--- config.mk ---
export PLATFORM = sky130hd
export DESIGN_NAME = pop_counter_bank_flat
export DESIGN_NICKNAME = d
export VERILOG_FILES = /design/src/rtl/pop_counter_bank_pkg.sv /design/src/rtl/pop_counter_bank_if.sv /design/src/rtl/pop_counter_bank_chan.sv /design/src/rtl/pop_counter_bank.sv /design/src/flat_wrapper.sv
export SDC_FILE = /design/constraint.sdc
export NUM_CORES = 1
export LEC_CHECK = 0
export CORE_UTILIZATION = 52
export DETAILED_ROUTE_END_ITERATION = 6
export PLACE_DENSITY = 0.81
export REMOVE_ABC_BUFFERS = 1
export SLEW_MARGIN = 30
export SYNTH_ARGS = -nofsm -noshare
export SYNTH_HDL_FRONTEND = slang
export SYNTH_SLANG_ARGS = --single-unit
--- constraint.sdc ---
create_clock -name clk -period 2.1 [get_ports clk]
set_input_delay 0.21 -clock clk [delete_from_list [all_inputs] [get_ports clk]]
set_output_delay 0.21 -clock clk [all_outputs]
set_load 0.01 [all_outputs]
--- src/rtl/pop_counter_bank_pkg.sv ---
// Shared FSM encoding and count helpers for the pop counter bank.
// Optional saturation is enabled with POPCNT_SATURATE_EN.
package pop_counter_pkg;

  localparam logic [0:0] S_READY = 1'b0;
  localparam logic [0:0] S_PEND  = 1'b1;

  function automatic logic [31:0] cnt_max(input int w);
    return (32'd1 << w) - 32'd1;
  endfunction

endpackage

--- src/rtl/pop_counter_bank_if.sv ---
// Readout request/valid bus of the pop counter bank.
// Master issues req/idx, slave returns cuenta/valid.
interface pop_counter_bank_if #(
  parameter int INDEX = 2,
  parameter int CNT_W = 5
);

  logic             req;
  logic [INDEX-1:0] idx;
  logic [CNT_W-1:0] cuenta;
  logic             valid;

  modport master (
    output req,
    output idx,
    input  cuenta,
    input  valid
  );

  modport slave (
    input  req,
    input  idx,
    output cuenta,
    output valid
  );

endinterface

--- src/rtl/pop_counter_bank_chan.sv ---
// Single pop counter channel; wraps by default,
// saturates with sticky ovf under POPCNT_SATURATE_EN.
module pop_counter_chan
  import pop_counter_pkg::*;
#(
  parameter int CNT_W = 5
) (
  input  logic             clk,
  input  logic             reset,
  input  logic             pop,
  output logic [CNT_W-1:0] count,
  output logic             ovf
);

  logic [CNT_W-1:0] count_q, count_d;

`ifdef POPCNT_SATURATE_EN
  localparam logic [CNT_W-1:0] MAX =
    CNT_W'(cnt_max(CNT_W));

  logic ovf_q, ovf_d;

  // Increment until full, then hold and flag.
  always_comb begin
    count_d = count_q;
    ovf_d   = ovf_q;
    if (pop) begin
      if (count_q == MAX) ovf_d = 1'b1;
      else count_d = count_q + 1'b1;
    end
  end

  // Count and sticky overflow registers.
  always_ff @(posedge clk) begin
    if (reset) begin
      count_q <= '0;
      ovf_q   <= 1'b0;
    end else begin
      count_q <= count_d;
      ovf_q   <= ovf_d;
    end
  end

  assign ovf = ovf_q;
`else
  // Free-running modulo counter.
  always_comb begin
    count_d = pop ? count_q + 1'b1 : count_q;
  end

  // Count register.
  always_ff @(posedge clk) begin
    if (reset) count_q <= '0;
    else count_q <= count_d;
  end

  assign ovf = 1'b0;
`endif

  assign count = count_q;

endmodule

--- src/rtl/pop_counter_bank.sv ---
// Per-FIFO pop counter bank with deferred, registered readout.
// Build option: POPCNT_SATURATE_EN selects saturating counters.
module pop_counter_bank
  import pop_counter_pkg::*;
#(
  parameter int FIFO_UNITS = 4,
  parameter int INDEX      = 2,
  parameter int CNT_W      = 5
) (
  input  logic                  clk,
  input  logic                  reset,
  pop_counter_bank_if.slave     bus,
  input  logic                  IDLE,
  input  logic [FIFO_UNITS-1:0] pop,
  output logic [FIFO_UNITS-1:0] ovf
);

  logic [CNT_W-1:0] cnt [FIFO_UNITS];

  for (genvar g = 0; g < FIFO_UNITS; g++) begin : g_chan
    pop_counter_chan #(.CNT_W(CNT_W)) u_chan (
      .clk   (clk),
      .reset (reset),
      .pop   (pop[g]),
      .count (cnt[g]),
      .ovf   (ovf[g])
    );
  end

  logic [0:0]       state_q, state_d;
  logic [INDEX-1:0] pend_q, pend_d;
  logic [INDEX-1:0] sel;
  logic             serve;
  logic [CNT_W-1:0] rd_cnt;
  logic [CNT_W-1:0] cuenta_q, cuenta_d;
  logic             valid_q;

  // Readout FSM: serve now when idle, else park one request.
  always_comb begin
    state_d = state_q;
    pend_d  = pend_q;
    serve   = 1'b0;
    sel     = bus.idx;
    unique case (state_q)
      S_READY: begin
        if (bus.req) begin
          if (IDLE) begin
            serve = 1'b1;
          end else begin
            state_d = S_PEND;
            pend_d  = bus.idx;
          end
        end
      end
      S_PEND: begin
        sel = pend_q;
        if (IDLE) begin
          serve   = 1'b1;
          state_d = S_READY;
        end
      end
    endcase
  end

  // Read mux; out-of-range channels read as zero.
  always_comb begin
    rd_cnt = '0;
    for (int i = 0; i < FIFO_UNITS; i++) begin
      if (sel == INDEX'(i)) rd_cnt = cnt[i];
    end
    cuenta_d = serve ? rd_cnt : cuenta_q;
  end

  // FSM state, pending index and output registers.
  always_ff @(posedge clk) begin
    if (reset) begin
      state_q  <= S_READY;
      pend_q   <= '0;
      cuenta_q <= '0;
      valid_q  <= 1'b0;
    end else begin
      state_q  <= state_d;
      pend_q   <= pend_d;
      cuenta_q <= cuenta_d;
      valid_q  <= serve;
    end
  end

  assign bus.cuenta = cuenta_q;
  assign bus.valid  = valid_q;

endmodule

--- src/flat_wrapper.sv ---
// flat-port wrapper written by rule: the top's interface ports become plain ports
module pop_counter_bank_flat import pop_counter_pkg::*;
#(
  parameter int FIFO_UNITS = 4,
  parameter int INDEX      = 2,
  parameter int CNT_W      = 5
)
  (clk, reset, IDLE, pop, ovf, bus_req, bus_idx, bus_cuenta, bus_valid);
  pop_counter_bank_if #(.INDEX(INDEX), .CNT_W(CNT_W)) bus_i ();
  input  logic clk;
  input  logic reset;
  input  logic IDLE;
  input  logic [FIFO_UNITS-1:0] pop;
  output logic [FIFO_UNITS-1:0] ovf;
  input wire logic [$bits(bus_i.req)-1:0] bus_req;
  input wire logic [$bits(bus_i.idx)-1:0] bus_idx;
  output wire logic [$bits(bus_i.cuenta)-1:0] bus_cuenta;
  output wire logic [$bits(bus_i.valid)-1:0] bus_valid;
  assign bus_i.req = bus_req;
  assign bus_i.idx = bus_idx;
  assign bus_cuenta = bus_i.cuenta;
  assign bus_valid = bus_i.valid;
  pop_counter_bank #(.FIFO_UNITS(FIFO_UNITS), .INDEX(INDEX), .CNT_W(CNT_W)) u_core (.clk(clk), .reset(reset), .bus(bus_i), .IDLE(IDLE), .pop(pop), .ovf(ovf));
endmodule
# --- After elaboration in Yosys (flattened, before gate mapping) ---
# Index checks and enable logic that the tools add are counted.
# W data, S select, Z words.
word_totals:
  in_bits: 10
  reg_bits: 29
  word_cells: 30
  out_inout_bits: 10
classes:
  n_addsub: 4
  n_reduce_logical: 2
  n_bitwise: 2
  eq_ne: 3
  mux: 11
op_table:
  columns: ["operator", "count"]
  rows:
  - ["$add A5 B1 Y5 const B", 4]
  - ["$mux W5", 4]
  - ["$eq A2 B2 Y1 const B", 2]
  - ["$mux W1", 4]
  - ["$pmux W1 S2", 2]
  - ["$reduce_and A3 Y1", 1]
  - ["$eq A2 B1 Y1 const B", 1]
  - ["$logic_not A2 Y1", 1]
  - ["$mux W2", 1]
  - ["$not A1 Y1", 2]

# --- Longest topological paths before layout ---
# Gate-level depths: netlist of the first run.
logic_depth:
  ltp_word: 6
  ltp_mapped: 6
  ltp_nobuf: 5

# --- Hierarchy ---
# A second synthesis of the first run with hierarchy kept.
hier_totals:
  cells_unflattened: 155
  hier_area_um2: 1590.3
modules_own_cells:
  columns: ["mod", "n_inst", "seq_area_each_um2", "area_each_um2", "cells_per_inst"]
  rows:
  - ["pop_counter_chan", 4, 100.1, 259.0, 24]
  - ["pop_counter_bank", 1, 180.2, 554.3, 59]

# --- Least setup slack after synthesis of the first run ---
# No wires, ideal clock.
synth_timing:
  path_type: "register to register"
  start: "register u_core.state_q"
  end: "register u_core.cuenta_q[4], in the netlist u_core.bus.cuenta[4]"
  stages_incl_launch_ff: 6
  setup_ps: 117
  path_slack_ps: 504
  path_buffers: 1
  period_less_slack_ps: 1596
  arrival_ps: 1479
  path_cell_list: "dfxtp_1 buf_4 or2b_4 nand2_4 mux4_2 a22o_1"
synth_between:
  elab_chain_len: 6
  elab_cells_between_ends: 11
  cone_classes: "3 x eq/ne; 6 x mux; 1 x bitwise; 1 x reduce/logical"
synth_rtl:
  columns: ["item", "line", "rtl"]
  rows:
  - ["start: declaration", "pop_counter_bank.sv:30", "logic [0:0] state_q, state_d;"]
  - ["start signal: assignment", "pop_counter_bank.sv:82", "state_q <= state_d;"]
  - ["$mux W2", "pop_counter_bank.sv:44", "unique case (state_q)"]
  - ["$logic_not A2 Y1", "pop_counter_bank.sv:69", "if (sel == INDEX'(i)) rd_cnt = cnt[i];"]
  - ["$mux W5 (4 in a row)", "pop_counter_bank.sv:69", null]
  - ["end signal: assignment", "pop_counter_bank.sv:84", "cuenta_q <= cuenta_d;"]
  - ["end: declaration", "pop_counter_bank.sv:35", "logic [CNT_W-1:0] cuenta_q, cuenta_d;"]
# Several ways; a longest one is shown, not always the timed one.
# A chain may end at the register's enable or synchronous reset.

# --- Final worst setup path of the first run ---
# Same ends and word-level chain as after synthesis.

==> results of run 1 <==
==> flip-flops by register name, indices dropped and copies added (netlist names) <==
register and flops:
u_core.bus.cuenta 5, u_core.bus.valid 1, u_core.g_chan.u_chan.count 20, u_core.pend_q 2, u_core.state_q 1
==> Yosys cell counts (all sizes together) (2+ instances only) <==
| cell type | instances | share of area |
|---|---|---|
| xor2 | 12 | 0.081 |
| a22o | 2 | 0.014 |
| mux2i | 7 | 0.057 |
| a211oi | 3 | 0.017 |
| dfxtp | 29 | 0.45 |
| nor2 | 25 | 0.073 |
| xnor2 | 4 | 0.027 |
| nor2b | 3 | 0.015 |
| nand4 | 8 | 0.039 |
| buf | 5 | 0.029 |
| ha | 4 | 0.039 |
| nand2 | 10 | 0.035 |
| clkbuf | 3 | 0.0087 |
| o31ai | 3 | 0.017 |
| mux4 | 2 | 0.035 |
| o22ai | 3 | 0.015 |
==> worst register-to-register path: stages (launching register included) <==
cell and delay, ns:
sky130_fd_sc_hd__dfxtp_1 0.48, sky130_fd_sc_hd__mux2i_2 0.47, sky130_fd_sc_hd__mux4_2 0.37, sky130_fd_sc_hd__a22o_1 0.23
==> logic make-up (layout without fill, tap and decap cells) <==
kind of cell	after synthesis	in the layout
DFF	29	29
adders and majority gates	4	4
and+or+nand+nor	50	50
buffers and inverters	9	24
AOI/OAI and AO/OA	14	14
muxes	9	9
other	1	4
xor gates and xnor gates	16	16
==> final cells by class <==
class	count	area (sq um)
clock buffer	7	55.1
fill	167	776
inverter	1	3.75
multi-input combinational	97	668
sequential	29	581
tap	28	35.0
timing repair buffer	16	158
==> power by group <==
part / total, uW / switching, uW / internal, uW / leakage (uW)
Combinational: 130 / 62.8 / 67.0 / 0.000327
Clock: 339 / 181 / 158 / 0.0000314
Sequential: 599 / 25.7 / 573 / 0.000236
Total: 1070 / 270 / 798 / 0.000594
==> final timing paths <==
path                   startpoint              endpoint  slack (ns)  cells past startpoint
min reg2reg  u_core.bus.cuenta[0]  u_core.bus.cuenta[0]        0.47                      2
min          u_core.bus.cuenta[0]  u_core.bus.cuenta[0]        0.47                      2
max                u_core.state_q  u_core.bus.cuenta[4]        0.45                      3
max reg2reg        u_core.state_q  u_core.bus.cuenta[4]        0.45                      3
==> per-layer routing <==
metal,track usage,vias to the layer above
li1,-,484
met4,0.117,0
met3,0.0789,4
met5,0,-
met1,0.255,460
met2,0.342,28
==> metrics by stage <==
stage                util  setup WS, ns
finish              0.659         0.447
global placement    0.635         0.184
global route        0.659         0.338
CTS                 0.659         0.437
detailed placement  0.635         0.153
floorplan               -         0.556
==> results.md, run 1 <==
## GRT
- **first-pass GRT wire length** 4050 microns
- **total routing usage reported by global routing** 0.217
- **via count of the first global-routing pass** 933
- **total gr overflow** 0
- **initial antenna violation count** 0
- **largest net degree at the start of global routing** 21

## Synth
- **share of the synthesized area in compound gates (AO/OA/AOI/OAI)** 0.0805
- **main combinational cell family by area after synthesis** simple AND/OR/NAND/NOR gates
- **EDFF count, synth** 0
- **adder and majority gate portion of the synthesized area** 0.0388
- **Async S/R FF share, synth** 0
- **most instantiated flip-flop cell in the synthesis netlist** sky130_fd_sc_hd__dfxtp_1
- **cell area after synthesis** 1290 sq um
- **distinct cell type count of the synthesized netlist** 27
- **number of synthesized register bits** 29
- **number of cells produced by synthesis** 132
- **xor/xnor share of the synthesized area** 0.109
- **proportion of synthesized area in mux cells** 0.0921
- **area share of and/or/nand/nor cells after synthesis** 0.186
- **sequential share of the synthesized area** 0.450
- **Yosys Warn Count** 0
- **Syn Area/Cell** 9.77 sq um

## Clocking
- **number of clock sinks** 29
- **Setup Fix Bufs, Post-CTS** 0
- **clock tree buffer depth** 2
- **CTS tree** yes
- **clock slew at the register clock pins of the worst setup and hold paths** 0.08 ns
- **cts repair resizes** 0
- **depth of the CTS H-tree** 2
- **cts hold-fix bufs** 0
- **clock insertion delay at the later pin of the skew report** 0.32 ns
- **Num CTS Buffers** 5
- **Clock Root Buffer** sky130_fd_sc_hd__clkbuf_4

## Drt
- **DRC errors left** 0
- **average wire per standard cell** 13.4 microns
- **via count of the routed design** 976
- **sum of routed wire segments on met1** 1110 microns
- **Met3 Wirelength** 98 microns
- **ANT nets after route** 0
- **detailed-route vias per instance** 5.48
- **iteration count of the initial detailed-routing pass** 4
- **DRC violation total after the first TritonRoute iteration** 21
- **Met2 Wirelength** 1150 microns
- **Total Wirelength** 2390 microns
- **top sig layer** met4

## Worst setup path
- **slowest stage cell, crit path** sky130_fd_sc_hd__dfxtp_1
- **startpoint kind of the worst setup timing path** register
- **crit path max fanout** 8
- **cell-by-cell trace of the critical path** mux2i_2 > mux4_2 > a22o_1
- **endpoint class of the critical path** register
- **worst endpoint data arrival time** 1.87 ns
- **count of buffer and inverter cells on the critical path** 0
- **Crit path max-delay family** multiplexers
- **peak per-stage delay on the critical path** 0.48 ns
- **required time of the critical path** 2.32 ns
- **Setup Crit Path Kind** reg -> reg

## Die
- **die outline area** 2680 sq um
- **Core Region** 2280 sq um
- **initial cell density of the core** 0.567
- **total I/O pin count** 20
- **Die H** 51.8 microns
- **die extent in x** 51.8 microns
- **standard-cell row count** 17

## Finish
- **share of post-route cells with drive strength above 1** 0.0800
- **leading cell type in the layout, fill and taps excluded** sky130_fd_sc_hd__dfxtp_1
- **Diodes inserted** 0
- **most frequent cells in the layout** 29 x sky130_fd_sc_hd__dfxtp_1, 25 x sky130_fd_sc_hd__nor2_1, 15 x sky130_fd_sc_hd__clkdlybuf4s50_1, 12 x sky130_fd_sc_hd__xor2_1, 9 x sky130_fd_sc_hd__nand2_1
- **fin area** 1500 sq um
- **Area growth, synth to finish** 16.3%
- **filler-free cell count of the finished design** 178
- **net total in the final layout** 164

## Placed design
- **placed inst area** 1450 sq um
- **last weighted congestion value of the routability-driven placer** 0.831
- **number of buffer cells added on primary ports** 15
- **DPL Wire Length** 1810 microns
- **number of placed instances with taps included** 171

## Timing
- **post-route setup TNS** 0 ns
- **RSZ-0062 raised after global routing** no
- **number of max-slew violations in the final report** 0
- **worst hold margin** 0.468 ns
- **period utilisation layout** 0.787
- **Final Hold Viols** 0
- **worst clock skew** 0.00542 ns
- **min Tclk post-route** 1.65 ns
- **setup-violating endpoint count in the final report** 0
- **FMAX** 605 MHz

## Outcome
- **outcome** completed

## Job
- **Max Cap Violations** 0

## Power
- **Pwr Total** 1070 uW
- **Pleak** 0.000594 uW
- **P per Cell Area** 712 nW/um^2
- **Peak supply drop** 481 uV

## Hold path
- **path type of the worst min-delay path** reg -> reg

(Power assumes the default switching activity.)
==> inputs of run 2 (changes only) <==
--- a/config.mk
+++ b/config.mk
@@ -5,9 +5,9 @@
 export SDC_FILE = /design/constraint.sdc
 export NUM_CORES = 1
 export LEC_CHECK = 0
-export CORE_UTILIZATION = 52
+export CORE_UTILIZATION = 47
 export DETAILED_ROUTE_END_ITERATION = 6
-export PLACE_DENSITY = 0.81
+export PLACE_DENSITY = 0.78
 export REMOVE_ABC_BUFFERS = 1
 export SLEW_MARGIN = 30
 export SYNTH_ARGS = -nofsm -noshare
==> constraint.sdc (replaced) <==
create_clock -name clk -period 1.3 [get_ports clk]
set_input_delay 0.13 -clock clk [delete_from_list [all_inputs] [get_ports clk]]
set_output_delay 0.13 -clock clk [all_outputs]
set_load 0.01 [all_outputs]
==> results.md, run 2 (synthesis results as in run 1) <==
## Clocking
- **depth of the CTS H-tree** 2
- **CTS tree** yes
- **clock tree buffer depth** 2
- **cts hold-fix bufs** 0
- **number of clock sinks** 29
- **Num CTS Buffers** 5
- **clock slew at the register clock pins of the worst setup and hold paths** 0.10 ns
- **Clock Root Buffer** sky130_fd_sc_hd__clkbuf_4
- **clock insertion delay at the later pin of the skew report** 0.33 ns

## GRT
- **met1 global-route usage** 0.255
- **via count of the first global-routing pass** 997
- **total gr overflow** 0
- **met2 Track Usage GR** 0.360
- **GRT Max-Usage Layer** met2
- **first-pass GRT wire length** 4360 microns
- **met3 usage in global routing** 0.0806
- **total routing usage reported by global routing** 0.218
- **initial antenna violation count** 0
- **largest net degree at the start of global routing** 23

## Worst setup path
- **worst endpoint data arrival time** 1.78 ns
- **startpoint kind of the worst setup timing path** register
- **endpoint class of the critical path** register
- **crit path max fanout** 4
- **Setup Crit Path Kind** reg -> reg
- **required time of the critical path** 1.52 ns

## Timing
- **number of max-slew violations in the final report** 0
- **RSZ-0062 raised after global routing** yes
- **setup-violating endpoint count in the final report** 5
- **setup slack after layout** -0.259 ns
- **FMAX** 641 MHz
- **Final Hold Viols** 0
- **min Tclk post-route** 1.56 ns
- **period utilisation layout** 1.20
- **worst clock skew** 0.0108 ns

## Finish
- **leading cell type in the layout, fill and taps excluded** sky130_fd_sc_hd__dfxtp_1
- **share of post-route cells with drive strength above 1** 0.232
- **fin area** 1730 sq um
- **most frequent cells in the layout** 28 x sky130_fd_sc_hd__dfxtp_1, 25 x sky130_fd_sc_hd__nor2_1, 16 x sky130_fd_sc_hd__buf_4, 12 x sky130_fd_sc_hd__xor2_1, 9 x sky130_fd_sc_hd__clkdlybuf4s50_1
- **Filler Cells Inserted** 188
- **Diodes inserted** 0
- **filler-free cell count of the finished design** 198
- **net total in the final layout** 181
- **number of flip-flops under the largest register name** 20
- **Area growth, synth to finish** 34.2%

## Job
- **Max Cap Violations** 0

## Power
- **fraction of power spent switching nets** 0.230
- **Pwr Total** 2170 uW
- **P per Cell Area** 1250 nW/um^2
- **fraction of power consumed by combinational cells** 0.129
- **Pleak** 0.000743 uW
- **share of total power in the clock network** 0.425
- **fraction of power consumed by sequential logic** 0.447
- **Cell Int Power** 1670 uW
- **total net switching power** 500 uW
- **Peak supply drop** 1400 uV

## Die
- **die outline area** 2960 sq um
- **standard-cell row count** 18
- **Die H** 54.4 microns
- **initial cell density of the core** 0.507
- **die extent in x** 54.4 microns
- **Core Region** 2540 sq um
- **total I/O pin count** 20

## Drt
- **ANT nets after route** 0
- **average wire per standard cell** 15.0 microns
- **Total Wirelength** 2970 microns
- **detailed-route vias per instance** 5.52
- **iteration count of the initial detailed-routing pass** 4
- **DRC violation total after the first TritonRoute iteration** 18
- **DRC errors left** 0
- **via count of the routed design** 1092

## Outcome
- **outcome** finished with violations
- **violated checks** negative setup slack

## Hold path
- **path type of the worst min-delay path** in -> reg

## Placed design
- **last weighted congestion value of the routability-driven placer** 0.774
- **number of placed instances with taps included** 183
- **number of buffer cells added on primary ports** 15
- **placed inst area** 1520 sq um
- **pre-CTS worst setup slack** -0.578 ns
- **DPL Wire Length** 1920 microns

## run 2: changes by cell type in the layout (fill, tap and decap cells not counted), sizes merged
cell	change
dlygate4sd2	+6
clkdlybuf4s50	-6
buf	+17
clkbuf	-2
clkinv	+1
bufinv	+2
## run 2: what timing repair did
item,in CTS,in global routing
buffers inserted,3,4
pin swaps,8,2
setup endpoints to repair,11,6
resized for setup,17,2
endpoints found under the hold margin,0,0
## run 2: stage by stage
step / setup TNS [ns] / utilization / hold slack [ns]
after floorplan: -0.443 / - / 0.202
after global placement: -1.65 / 0.598 / 0.444
after detailed placement: -2.00 / 0.598 / 0.446
after CTS: -0.716 / 0.665 / 0.461
after global routing: -1.32 / 0.680 / 0.472
final: -1.04 / 0.680 / 0.465
## run 2: area by class of cell
| cell class | count | area, sq um | share of cell area |
|---|---|---|---|
| Multi-Input combinational cell | 97 | 718 | 0.415 |
| Clock inverter | 3 | 65.1 | 0.0376 |
| Timing Repair Buffer | 33 | 285 | 0.165 |
| Clock buffer | 5 | 37.5 | 0.0217 |
| Sequential cell | 29 | 584 | 0.337 |
| Tap cell | 30 | 37.5 | 0.0217 |
| Inverter | 1 | 3.75 | 0.00217 |
## run 2: critical path, cell delays in order (launching register included)
cell and delay, ns:
sky130_fd_sc_hd__dfxtp_4 0.37, sky130_fd_sc_hd__or2b_4 0.26, sky130_fd_sc_hd__nand2_4 0.09, sky130_fd_sc_hd__mux4_2 0.50
sky130_fd_sc_hd__a22o_1 0.22
## run 2: path summary, 6_finish.rpt
check                            start                    to  slack [ns]  cells past startpoint
setup / recovery        u_core.state_q  u_core.bus.cuenta[4]       -0.26                      4
hold / removal                 bus_req        u_core.state_q        0.47                      3
setup reg to reg        u_core.state_q  u_core.bus.cuenta[4]       -0.26                      4
hold reg to reg   u_core.bus.cuenta[0]  u_core.bus.cuenta[0]        0.47                      2
## run 2: power by group through the flow
stage	sequential, uW	clock [uW]	combinational (uW)
floorplan	981	0	120
global placement	984	0	227
detailed placement	987	0	239
CTS	966	935	261
global route	974	978	305
finish	970	922	279
## run 2: per-layer routing
layer  routed length [microns]  part of all wire  vias to the layer above
met5                         0                 0                        -
met4                        27            0.0091                        0
met3                       128             0.043                        6
met2                      1490              0.50                       26
met1                      1330              0.45                      532
li1                          -                 -                      528
==> inputs of run 3 (changes only) <==
--- a/config.mk
+++ b/config.mk
@@ -5,6 +5,7 @@
 export SDC_FILE = /design/constraint.sdc
 export NUM_CORES = 1
 export LEC_CHECK = 0
+export ABC_CLOCK_PERIOD_IN_PS = 1300
 export CORE_UTILIZATION = 47
 export DETAILED_ROUTE_END_ITERATION = 6
 export PLACE_DENSITY = 0.78
==> results of run 3 <==
Final layout, timing and power as in run 2 (identical DEF).
==> RTL edit (settings of run 1) <==
Put a register stage on the output `ovf`, cleared by the reset. The value now appears one clock later. The other outputs are not delayed to match.
--- a/src/rtl/pop_counter_bank.sv
+++ b/src/rtl/pop_counter_bank.sv
@@ -16,4 +16,6 @@
 );
 
+  logic [FIFO_UNITS-1:0] ovf_c;
+
   logic [CNT_W-1:0] cnt [FIFO_UNITS];
 
@@ -24,5 +26,5 @@
       .pop   (pop[g]),
       .count (cnt[g]),
-      .ovf   (ovf[g])
+      .ovf   (ovf_c[g])
     );
   end
@@ -90,4 +92,12 @@
   assign bus.valid  = valid_q;
 
+  always_ff @(posedge clk) begin
+    if (reset) begin
+      ovf <= '0;
+    end else begin
+      ovf <= ovf_c;
+    end
+  end
+
 endmodule
 
Behaviour: unchanged (equiv_simple and equiv_induct, registers matched by name and starting in step).
==> RTL edit against run 1 <==
Final cell count is 4.5% higher; die area increased by 1.6%; total power rose by 13%; sequential power barely moved; wire length rose by 2.9%; setup slack got worse by 0.11 ns; sequential cell count unchanged; combinational power is 6% higher; critical path depth up 1; final area up 3.7%; area after synthesis up 1.6%; largest cell class unchanged.
==> RTL edit: results (changes against run 1) <==
* Drt wl/cell at 13.2 um (was 13.4 um)
* WL met3 at 166 um (was 98 um)
* Distinct cells, synth at 24 (was 27)
* Number of cells on the worst reg-to-reg path at 4 (was 3)
* Final HPWL DP at 1830 um (was 1810 um)
* Dpl cell area at 0.00147 sq mm (was 0.00145 sq mm)
* Top cells by area, synth: dfxtp_1 44%, mux2i_1 8.4%, nor2_1 7.2% (was dfxtp_1 45%, xor2_1 8.1%, nor2_1 7.3%)
* Crit path capture: u_core.bus.cuenta[2] (was u_core.bus.cuenta[4])
* Hold Crit Depth at 1 (was 2)
* Status: finished clean (unchanged)
* Vias at 1027 (was 976)
* Critical path peak fanout at 9 (was 8)
* First-pass GRT wire length at 4130 um (was 4050 um)
* Routed length on met2 at 1120 um (was 1150 um)
* Total track usage at 0.216 (was 0.217)
* Worst ir drop on vdd at 0.000643 V (was 0.000481 V)
* Clock Skew at 0.00665 ns (was 0.00542 ns)
* R2r setup slk at 0.33 ns (was 0.45 ns)
* Commonest cells post-synth: 29 x dfxtp_1, 25 x nor2_1, 11 x mux2i_1 (was 29 x dfxtp_1, 25 x nor2_1, 12 x xor2_1)
* Worst path max stage delay at 0.54 ns (was 0.48 ns)
* M2 GR Usage at 0.340 (was 0.342)
* Vias in the first global route at 944 (was 933)
* Layout cells sized above 1 at 0.0759 (was 0.0800)
* CP arrival at 2.00 ns (was 1.87 ns)
* Leak Pwr at 0.630 nW (was 0.594 nW)
* Gpl congestion at 0.797 (was 0.831)
* Sequential share of the synthesized area at 0.443 (was 0.450)
* Iteration-0 DRC Markers at 16 (was 21)
## RTL edit: cell types whose count changed after synthesis, moves of 3 or more
| cell | before | now |
|---|---|---|
| o31ai_1 | 3 | 0 |
| a32o_1 | 0 | 4 |
| mux2i_1 | 6 | 11 |
| inv_1 | 1 | 4 |
| a211oi_1 | 3 | 0 |
| a21oi_1 | 0 | 8 |
| o22ai_1 | 3 | 0 |
## RTL edit: report_power, final
part | total, mW | switching (mW) | internal [mW]
Combinational | 0.138 | 0.0667 | 0.0716
Sequential | 0.601 | 0.0268 | 0.574
Clock | 0.470 | 0.186 | 0.284
Total | 1.21 | 0.280 | 0.930
## RTL edit: metrics by stage
stage / hold slack (ns) / worst slack [ns] / instances / utilization / power, mW
2_1_floorplan: 0.282 / 0.489 / 133 / - / 0.687
4_1_cts: 0.485 / 0.330 / 186 / 0.677 / 1.22
3_5_place_dp: 0.463 / 0.257 / 178 / 0.640 / 0.752
3_3_place_gp: 0.453 / 0.292 / 178 / 0.640 / 0.745
6_report: 0.481 / 0.332 / 186 / 0.677 / 1.21
5_1_grt: 0.490 / 0.248 / 186 / 0.677 / 1.27
## RTL edit: cells by family after synthesis
| kind of cell | share of synthesized area |
|---|---|
| other cells | 0.00286 |
| mux | 0.122 |
| flops | 0.443 |
| xor+xnor | 0.107 |
| buf+inv | 0.0515 |
| simple gates | 0.167 |
| compound gates | 0.0687 |
| fa+ha+maj | 0.0382 |
## RTL edit: final cells by class
cell class / instances / area share
tap: 28 / 0.0225
timing repair buffer: 17 / 0.106
sequential: 29 / 0.373
clock buffer: 7 / 0.0354
inverter: 4 / 0.00965
multi-input combinational: 100 / 0.434
clock inverter: 1 / 0.0193
